## src/rtl/control_cb_config_loader.sv

```systemverilog
// Serial config loader for a connection-block select bus. Loads commit at the sampling edge.
// No backpressure: one bit is shifted in per cfg_en cycle. Out-of-range selects never reach c.
module control_cb_config_loader #(
    parameter int W          = 8,
    parameter int CONTROLIN  = 6,
    parameter int SEL_PER_IN = $clog2(W*2),
    localparam int CFG_BITS  = SEL_PER_IN*CONTROLIN
) (
    input  logic                clk,
    input  logic                rst,
    input  logic                cfg_en,
    input  logic                cfg_in,
    output logic                cfg_out,
    input  logic                cfg_load,
    output logic [CFG_BITS-1:0] c,
    output logic                cfg_valid,
    output logic                cfg_err
);

    localparam int CNT_W = $clog2(CFG_BITS+1);
    localparam logic [CNT_W-1:0]      CNT_FULL = CNT_W'(CFG_BITS);
    localparam logic [SEL_PER_IN:0]   MUX_IN   = (SEL_PER_IN+1)'(2*W);

    typedef enum logic [1:0] {S_IDLE, S_SHIFTING, S_FULL} state_t;

    state_t              r_state, w_state_shift, w_state_next;
    logic [CFG_BITS-1:0] r_sr, w_sr_shift;
    logic [CNT_W-1:0]    r_count, w_cnt_shift, w_cnt_next;
    logic [CFG_BITS-1:0] r_c, w_c_next;
    logic                r_valid, w_valid_next;
    logic                r_err, w_err_next;
    logic                w_field_bad;

    always_ff @(posedge clk or posedge rst) begin
        if (rst) begin
            r_state <= S_IDLE;
            r_sr    <= '0;
            r_count <= '0;
            r_c     <= '0;
            r_valid <= 1'b0;
            r_err   <= 1'b0;
        end else begin
            r_state <= w_state_next;
            r_sr    <= w_sr_shift;
            r_count <= w_cnt_next;
            r_c     <= w_c_next;
            r_valid <= w_valid_next;
            r_err   <= w_err_next;
        end
    end

    // Commit decisions look at the post-shift view so a shift+load cycle includes the new bit.
    always_comb begin
        w_sr_shift    = r_sr;
        w_cnt_shift   = r_count;
        w_state_shift = r_state;
        if (cfg_en) begin
            w_sr_shift = {cfg_in, r_sr[CFG_BITS-1:1]};
            if (r_count != CNT_FULL) begin
                w_cnt_shift = r_count + CNT_W'(1);
            end
            case (r_state)
                S_IDLE, S_SHIFTING:
                    w_state_shift = (w_cnt_shift == CNT_FULL) ? S_FULL : S_SHIFTING;
                default:
                    w_state_shift = S_FULL;
            endcase
        end
    end

    always_comb begin
        w_field_bad = 1'b0;
        for (int i = 0; i < CONTROLIN; i++) begin
            if ({1'b0, w_sr_shift[i*SEL_PER_IN +: SEL_PER_IN]} >= MUX_IN) begin
                w_field_bad = 1'b1;
            end
        end
    end

    always_comb begin
        w_state_next = w_state_shift;
        w_cnt_next   = w_cnt_shift;
        w_c_next     = r_c;
        w_valid_next = r_valid;
        w_err_next   = r_err;
        if (cfg_load) begin
            case (w_state_shift)
                S_SHIFTING: begin
                    w_err_next   = 1'b1;
                    w_cnt_next   = '0;
                    w_state_next = S_IDLE;
                end
                S_FULL: begin
                    w_cnt_next   = '0;
                    w_state_next = S_IDLE;
                    if (w_field_bad) begin
                        w_err_next = 1'b1;
                    end else begin
                        w_c_next     = w_sr_shift;
                        w_valid_next = 1'b1;
                        w_err_next   = 1'b0;
                    end
                end
                default: ;
            endcase
        end
    end

    assign cfg_out   = r_sr[0];
    assign c         = r_c;
    assign cfg_valid = r_valid;
    assign cfg_err   = r_err;

endmodule
```

## config.mk

```make
export PLATFORM = sky130hd
export DESIGN_NAME = control_cb_config_loader
export DESIGN_NICKNAME = d
export VERILOG_FILES = /design/src/rtl/control_cb_config_loader.sv
export SDC_FILE = /design/constraint.sdc
export NUM_CORES = 1
export LEC_CHECK = 0
export ABC_AREA = 1
export BUFFER_PORTS_ARGS = -buffer_cell sky130_fd_sc_hd__buf_4
export CAP_MARGIN = 20
export CORE_MARGIN = 3
export CORE_UTILIZATION = 35
export DETAILED_ROUTE_END_ITERATION = 6
export GPL_TIMING_DRIVEN = 1
export PLACE_DENSITY = 0.53
export RECOVER_POWER = 25
export SYNTH_ARGS = -nofsm -noshare
export SYNTH_HDL_FRONTEND = slang
export SYNTH_SLANG_ARGS = --single-unit
```

## constraint.sdc

```tcl
create_clock -name clk -period 2.9 [get_ports clk]
set_input_delay 0.58 -clock clk [delete_from_list [all_inputs] [get_ports clk]]
set_output_delay 0.58 -clock clk [all_outputs]
set_load 0.005 [all_outputs]
```

======== Yosys cells after proc, flatten, opt, wreduce, memory -nomap -nowiden ========
Index checks and enable logic that the tools add are counted.
storage, ports and cells
  bits in registers ....................... 57
  input bits .............................. 5
  output and inout bits ................... 27
  word-level logic and storage cells ...... 30
cells by class
  add/sub/neg operators ................... 1
  equal/unequal tests ..................... 5
  muxes and demuxes ....................... 12
  reduce and logical (&&, ||, !) cells .... 6
operators by type and width
  operator                                             number
  2-to-1 mux 5 bit                                     5
  2-to-1 mux 24 bit                                    1
  2-to-1 mux 2 bit                                     5
  adder 5 x 1 -> 5 bit, second input constant          1
  equality test 5 bit, second input constant           1
  inequality test 5 bit, second input constant         1
  equality test 2 x 1 -> 1 bit, second input constant  2
  AND reduction 2 bit                                  2
  OR reduction 2 bit                                   2
  equality test 2 bit, second input constant           1
  zero test 2 bit                                      1
  one-hot mux 1 bit (2 select lines)                   1
  nonzero test 2 bit                                   1

======== Longest topological paths before layout ========
  word-level depth ........................ 11
  gate-level depth with buffers ........... 18
  depth with buffers taken out ............ 17

======== Worst setup path after synthesis ========
No wires, ideal clock.
  path type ............................... register -> register
  from .................................... register r_count[0]
  to ...................................... register r_c[0], in the netlist c[0]
  library setup time ...................... 0.082 ns
  arrival time ............................ 2.056 ns
  data required time ...................... 2.818 ns
  path slack .............................. 0.762 ns
  cell stages (with the launch flop) ...... 17
  buffers on the path ..................... 1
  clock period less this slack ............ 2.138 ns
  cell sequence ........................... dfrtp_1 inv_1 ha_1 nand2_1 inv_1 nand2_2 nand2_1 nand2_1 nor2_2 nand2_1 o21ai_0 ha_1 nand2_1 inv_1 buf_2 nor2_1 a31oi_1
on the way
  cells in the longest elaborated chain, start to end .. 9
  elaborated cells between the ends (all ways) .. 10
  those cells by class .................... 1 x add/sub; 3 x eq/ne; 5 x mux; 1 x reduce/logical
ends and longest elaborated chain
  what                                                                  line    RTL
  start: declaration                                                    28      logic [CNT_W-1:0] r_count, w_cnt_shift, w_cnt_next;
  start signal: assignment                                              45      r_count <= w_cnt_next;
  adder 5 x 1 -> 5 bit / inequality test 5 bit (equally long branches)  60, 59
  2-to-1 mux 5 bit *                                                    59      if (r_count != CNT_FULL) begin
  2-to-1 mux 5 bit *                                                    57      if (cfg_en) begin
  equality test 5 bit *                                                 64      w_state_shift = (w_cnt_shift == CNT_FULL) ? S_FULL : S_SHIFTING;
  2-to-1 mux 2 bit *                                                    64
  2-to-1 mux 2 bit *                                                    62      case (r_state)
  2-to-1 mux 2 bit *                                                    57
  equality test 2 bit *                                                 87      case (w_state_shift)
  AND reduction 2 bit (no source line) *                                n/a
  end signal: assignment                                                46      r_c <= w_c_next;
  end: declaration                                                      29      logic [CFG_BITS-1:0] r_c, w_c_next;
Every way passes the cells marked *; elsewhere a longest branch is shown, timed or not. The select of a mux whose other input is x is not followed.
A chain may end at the register's enable or synchronous reset.

======== Worst setup path in the final report ========
  from .................................... register r_count[0]
  to ...................................... register r_c[7], in the netlist c[7]
The elaborated chain is that of the path after synthesis.

==> implementation parameters <==
Parameter                              Value

Power and ir drop
  Sequential cell fraction of total power ... 46.3%
  Fraction of power spent switching nets ... 31.5%
  Power Internal ... 1.79 mW
  Clock network fraction of total power ... 25.0%
  Net switching power ... 0.824 mW
  Fraction of power consumed by combinational cells ... 28.7%
  Peak ir drop on the vdd network ... 0.443 mV
  Power density over the cells ... 920 nW/µm²
  Leakage ... 1.50 nW

Yosys
  Leading post-synthesis cells by instance count ... 107 x sky130_fd_sc_hd__nand2_1, 57 x sky130_fd_sc_hd__dfrtp_1, 24 x sky130_fd_sc_hd__inv_1, 14 x sky130_fd_sc_hd__o21ai_0, 10 x sky130_fd_sc_hd__nor2_1
  Total of flip-flops plus latches after synthesis ... 57
  Sequential fraction of the synthesis area ... 60.6%
  Area of the mapped netlist ... 2350 µm²
  Top-count cell post-synth ... sky130_fd_sc_hd__nand2_1
  Count of unique library cells instantiated by Yosys ... 21
  Dominant synthesized flop cell ... sky130_fd_sc_hd__dfrtp_1
  Cell accounting for the most synthesized area ... sky130_fd_sc_hd__dfrtp_1
  Number of warnings reported in the yosys synthesis log ... 0
  Async set-or-reset flop fraction in the synthesized netlist ... 100%
  Fraction of synthesized cell area taken by the top area cell type ... 60.6%
  Syn avg cell area ... 8.88 µm²
  Leading cell types by total area after synthesis ... sky130_fd_sc_hd__dfrtp_1 61%, sky130_fd_sc_hd__nand2_1 17%, sky130_fd_sc_hd__inv_1 3.8%
  Post-synthesis net count ... 274
  Number of enable-type register cells in the synthesized netlist ... 0
  Post-synthesis instance total ... 265

Job
  Max-capacitance violation count ... 0

Clock network
  Clock latency at the later pin of the worst-skew pair ... 0.33 ns
  Number of buffers between clock root and the deepest sink ... 2
  Sink Count ... 57
  Number of clock buffers inserted by TritonCTS ... 9
  Clock tree from TritonCTS ... done
  Clk pin slew, worst setup/hold paths ... 0.06 ns
  Number of buffers added to fix hold violations after cts ... 0
  Number of levels the H-tree was split into ... 3
  Post_cts resized ... 0
  Number of buffers inserted by post-CTS setup repair ... 0
  Root buffer cell ... sky130_fd_sc_hd__clkbuf_8

Cells and area
  Layout overhead on the synthesized area ... 20.8%
  Fraction of final layout cells with drive strength greater than 1 ... 19.6%
  Total non-filler cell area in the finished layout ... 2840 µm²
  Total Nets Final ... 310
  Number of antenna diodes ... 0

GRT
  Total congestion overflow ... 0
  Largest net degree at the start of global routing ... 36
  Initial antenna violation count ... 0
  Via count of the first global-routing pass ... 1,659
  Overall global routing resource usage ... 13.2%
  First-pass GRT wire length ... 7780 µm

Setup path
  Launch instance of the worst register-to-register path ... r_count[0]$_DFF_PP0_
  Worst setup path start ... r_count[0]$_DFF_PP0_
  Cell-by-cell trace of the critical path ... inv_1 -> ha_1 -> nand2_1 -> inv_1 -> nand2_2 -> nand2_2 -> nand2_1 -> nor2_2 -> nand2_1 -> o21ai_0 -> ha_1 -> nand2_1 -> inv_1 -> buf_4 -> nor2_1 -> a31oi_1
  Worst Path Required ... 3.15 ns
  Cell seen most often among critical-path stages ... sky130_fd_sc_hd__nand2_1
  Critical path start-end classification ... reg -> reg
  Register-to-register setup slack ... 0.54 ns
  Worst-path fanout max ... 33
  Slowest CP cell ... sky130_fd_sc_hd__dfrtp_1
  Delay of the slowest cell on the worst path ... 0.42 ns
  Type of element capturing the critical path ... flop
  Logic depth of the worst register-to-register path ... 16
  Reg2Reg Capture Point ... c[7]$_DFFE_PP0P_
  Crit path arrival time ... 2.61 ns
  Startpoint type of the worst setup path ... flop

STA
  Highest clock rate ... 424 MHz
  Crit path time final ... 2.36 ns
  RSZ-0062 raised after global routing ... no
  Final worst slack ... 0.540 ns
  Total negative slack for setup checks ... 0 ns
  Number of failing hold endpoints at the final stage ... 0
  Final Max Slew Viols ... 0
  Max Clock Skew ... 0.00899 ns
  Fin crit share ... 81.4%
  Final-layout worst hold slack ... 0.482 ns
  Tightest slew margin relative to the limit ... 15.5%
  Finish-stage setup viols ... 0
  Worst Max-Slew Pin Slew ... 1.27 ns

Min path
  End point of the most critical hold path ... c[23]$_DFFE_PP0P_
  Hold Path Origin ... c[23]$_DFFE_PP0P_
  Number of cells traversed by the worst hold path ... 2
  Worst min-delay path class ... reg -> reg

Place
  Detailed Place HPWL ... 2920 µm
  Minimum setup slack after placement ... 0.529 ns
  Area after DPL ... 2670 µm²
  Routability cong. ... 0.776
  Number of input and output port buffers inserted ... 31

Floorplan
  Initial core utilization ... 36.6%
  Floorplan die height ... 88 µm
  Boundary pin count ... 32
  Site Rows ... 29
  Die Wd ... 88 µm
  Total die area ... 7740 µm²
  Floorplan Core Area ... 6420 µm²

Run status
  Result of the run ... complete, no violations

Routing
  Detailed Route WL ... 4470 µm
  First-pass iteration count of the detailed router ... 4
  DR WL/cell ... 11.7 µm
  Drt first-iter violations ... 134
  DRC violations left ... 0
  Vias post-DR ... 1,710
  Vias per cell ... 4.46
  DRT antenna net count ... 0
registers in the layout, summed over array words and instances (netlist names):
signal	count
r_state	2
r_count	5
r_sr	24
cfg_valid	1
c	24
cfg_err	1
metal layers:
| layer | vias up | global-route usage (%) | part of all wire, % |
|---|---|---|---|
| met5 | - | 0 | 0 |
| met4 | 0 | 7.53 | 2.2 |
| met3 | 10 | 3.10 | 5.0 |
| met2 | 33 | 18.6 | 42 |
| met1 | 768 | 18.6 | 51 |
| li1 | 899 | - | - |
layout make-up:
class,count,area (µm²)
Clock buffer,14,163
Tap cell,77,96.3
Multi-Input combinational cell,172,782
Sequential cell,57,1430
Timing Repair Buffer,36,270
Inverter,25,93.8
Fill cell,649,3580
Clock inverter,2,12.5
worst max path at each step:
stage / slack, ns / to / cells past startpoint
3_3_place_gp: 0.53 / c[1]$_DFFE_PP0P_ / 16
6_report: 0.54 / c[7]$_DFFE_PP0P_ / 16
5_1_grt: 0.19 / c[3]$_DFFE_PP0P_ / 16
4_1_cts: 0.52 / c[2]$_DFFE_PP0P_ / 16
3_5_place_dp: 0.53 / cfg_valid$_DFFE_PP0P_ / 11
2_1_floorplan: 0.76 / c[0]$_DFFE_PP0P_ / 16
power groups by stage:
stage	Clock [mW]	Sequential [mW]	Combinational [mW]
after floorplan	0	1.20	0.414
after global placement	0	1.23	0.756
after detailed placement	0	1.22	0.763
after CTS	0.676	1.21	0.767
after global routing	0.711	1.25	0.858
final	0.654	1.21	0.751
through the flow:
step | utilization, % | total power [mW] | instances
floorplan | - | 1.62 | 265
global placement | 41.6 | 1.98 | 367
detailed placement | 41.6 | 1.99 | 367
CTS | 44.3 | 2.66 | 383
global route | 44.3 | 2.82 | 383
finish | 44.3 | 2.62 | 383
cells in the final DEF, fill, tap and decap left out:
master,netlist,layout
sky130_fd_sc_hd__nor2_1,10,10
sky130_fd_sc_hd__o21ai_0,14,14
sky130_fd_sc_hd__ha_1,4,4
sky130_fd_sc_hd__a21oi_1,4,4
sky130_fd_sc_hd__or2_2,1,1
sky130_fd_sc_hd__buf_4,1,35
sky130_fd_sc_hd__inv_1,24,24
sky130_fd_sc_hd__clkinvlp_4,0,1
sky130_fd_sc_hd__clkbuf_8,0,11
sky130_fd_sc_hd__clkinv_2,0,1
sky130_fd_sc_hd__nand4_1,2,2
sky130_fd_sc_hd__nand3_1,4,4
sky130_fd_sc_hd__nand2_4,1,1
sky130_fd_sc_hd__dfrtp_1,57,57
sky130_fd_sc_hd__clkbuf_1,5,3
sky130_fd_sc_hd__a31oi_1,8,8
sky130_fd_sc_hd__o211ai_1,1,1
sky130_fd_sc_hd__nand2_1,107,107
sky130_fd_sc_hd__nand2_2,5,5
sky130_fd_sc_hd__clkbuf_4,0,1
sky130_fd_sc_hd__nor2_4,1,1
sky130_fd_sc_hd__o21ai_1,8,8
sky130_fd_sc_hd__inv_2,1,1
sky130_fd_sc_hd__nor2_2,2,2
critical path, delay by kind of cell, from the launching register on:
kind | cells | cell delay (ns)
AOI/OAI and AO/OA | 2 | 0.38
adders and majority gates | 2 | 0.36
buffers and inverters | 4 | 0.55
DFF | 1 | 0.42
and+or+nand+nor | 8 | 0.53
cells by family after synthesis:
logic type,after synthesis,share of synthesized area [%]
flip-flops,57,60.6
adder cells (fa/ha/maj),4,2.13
AO/OA/AOI/OAI,35,7.97
AND/OR/NAND/NOR,133,23.1
buffers and inverters,36,6.17
Note: power is estimated with default switching activity, not from simulation.
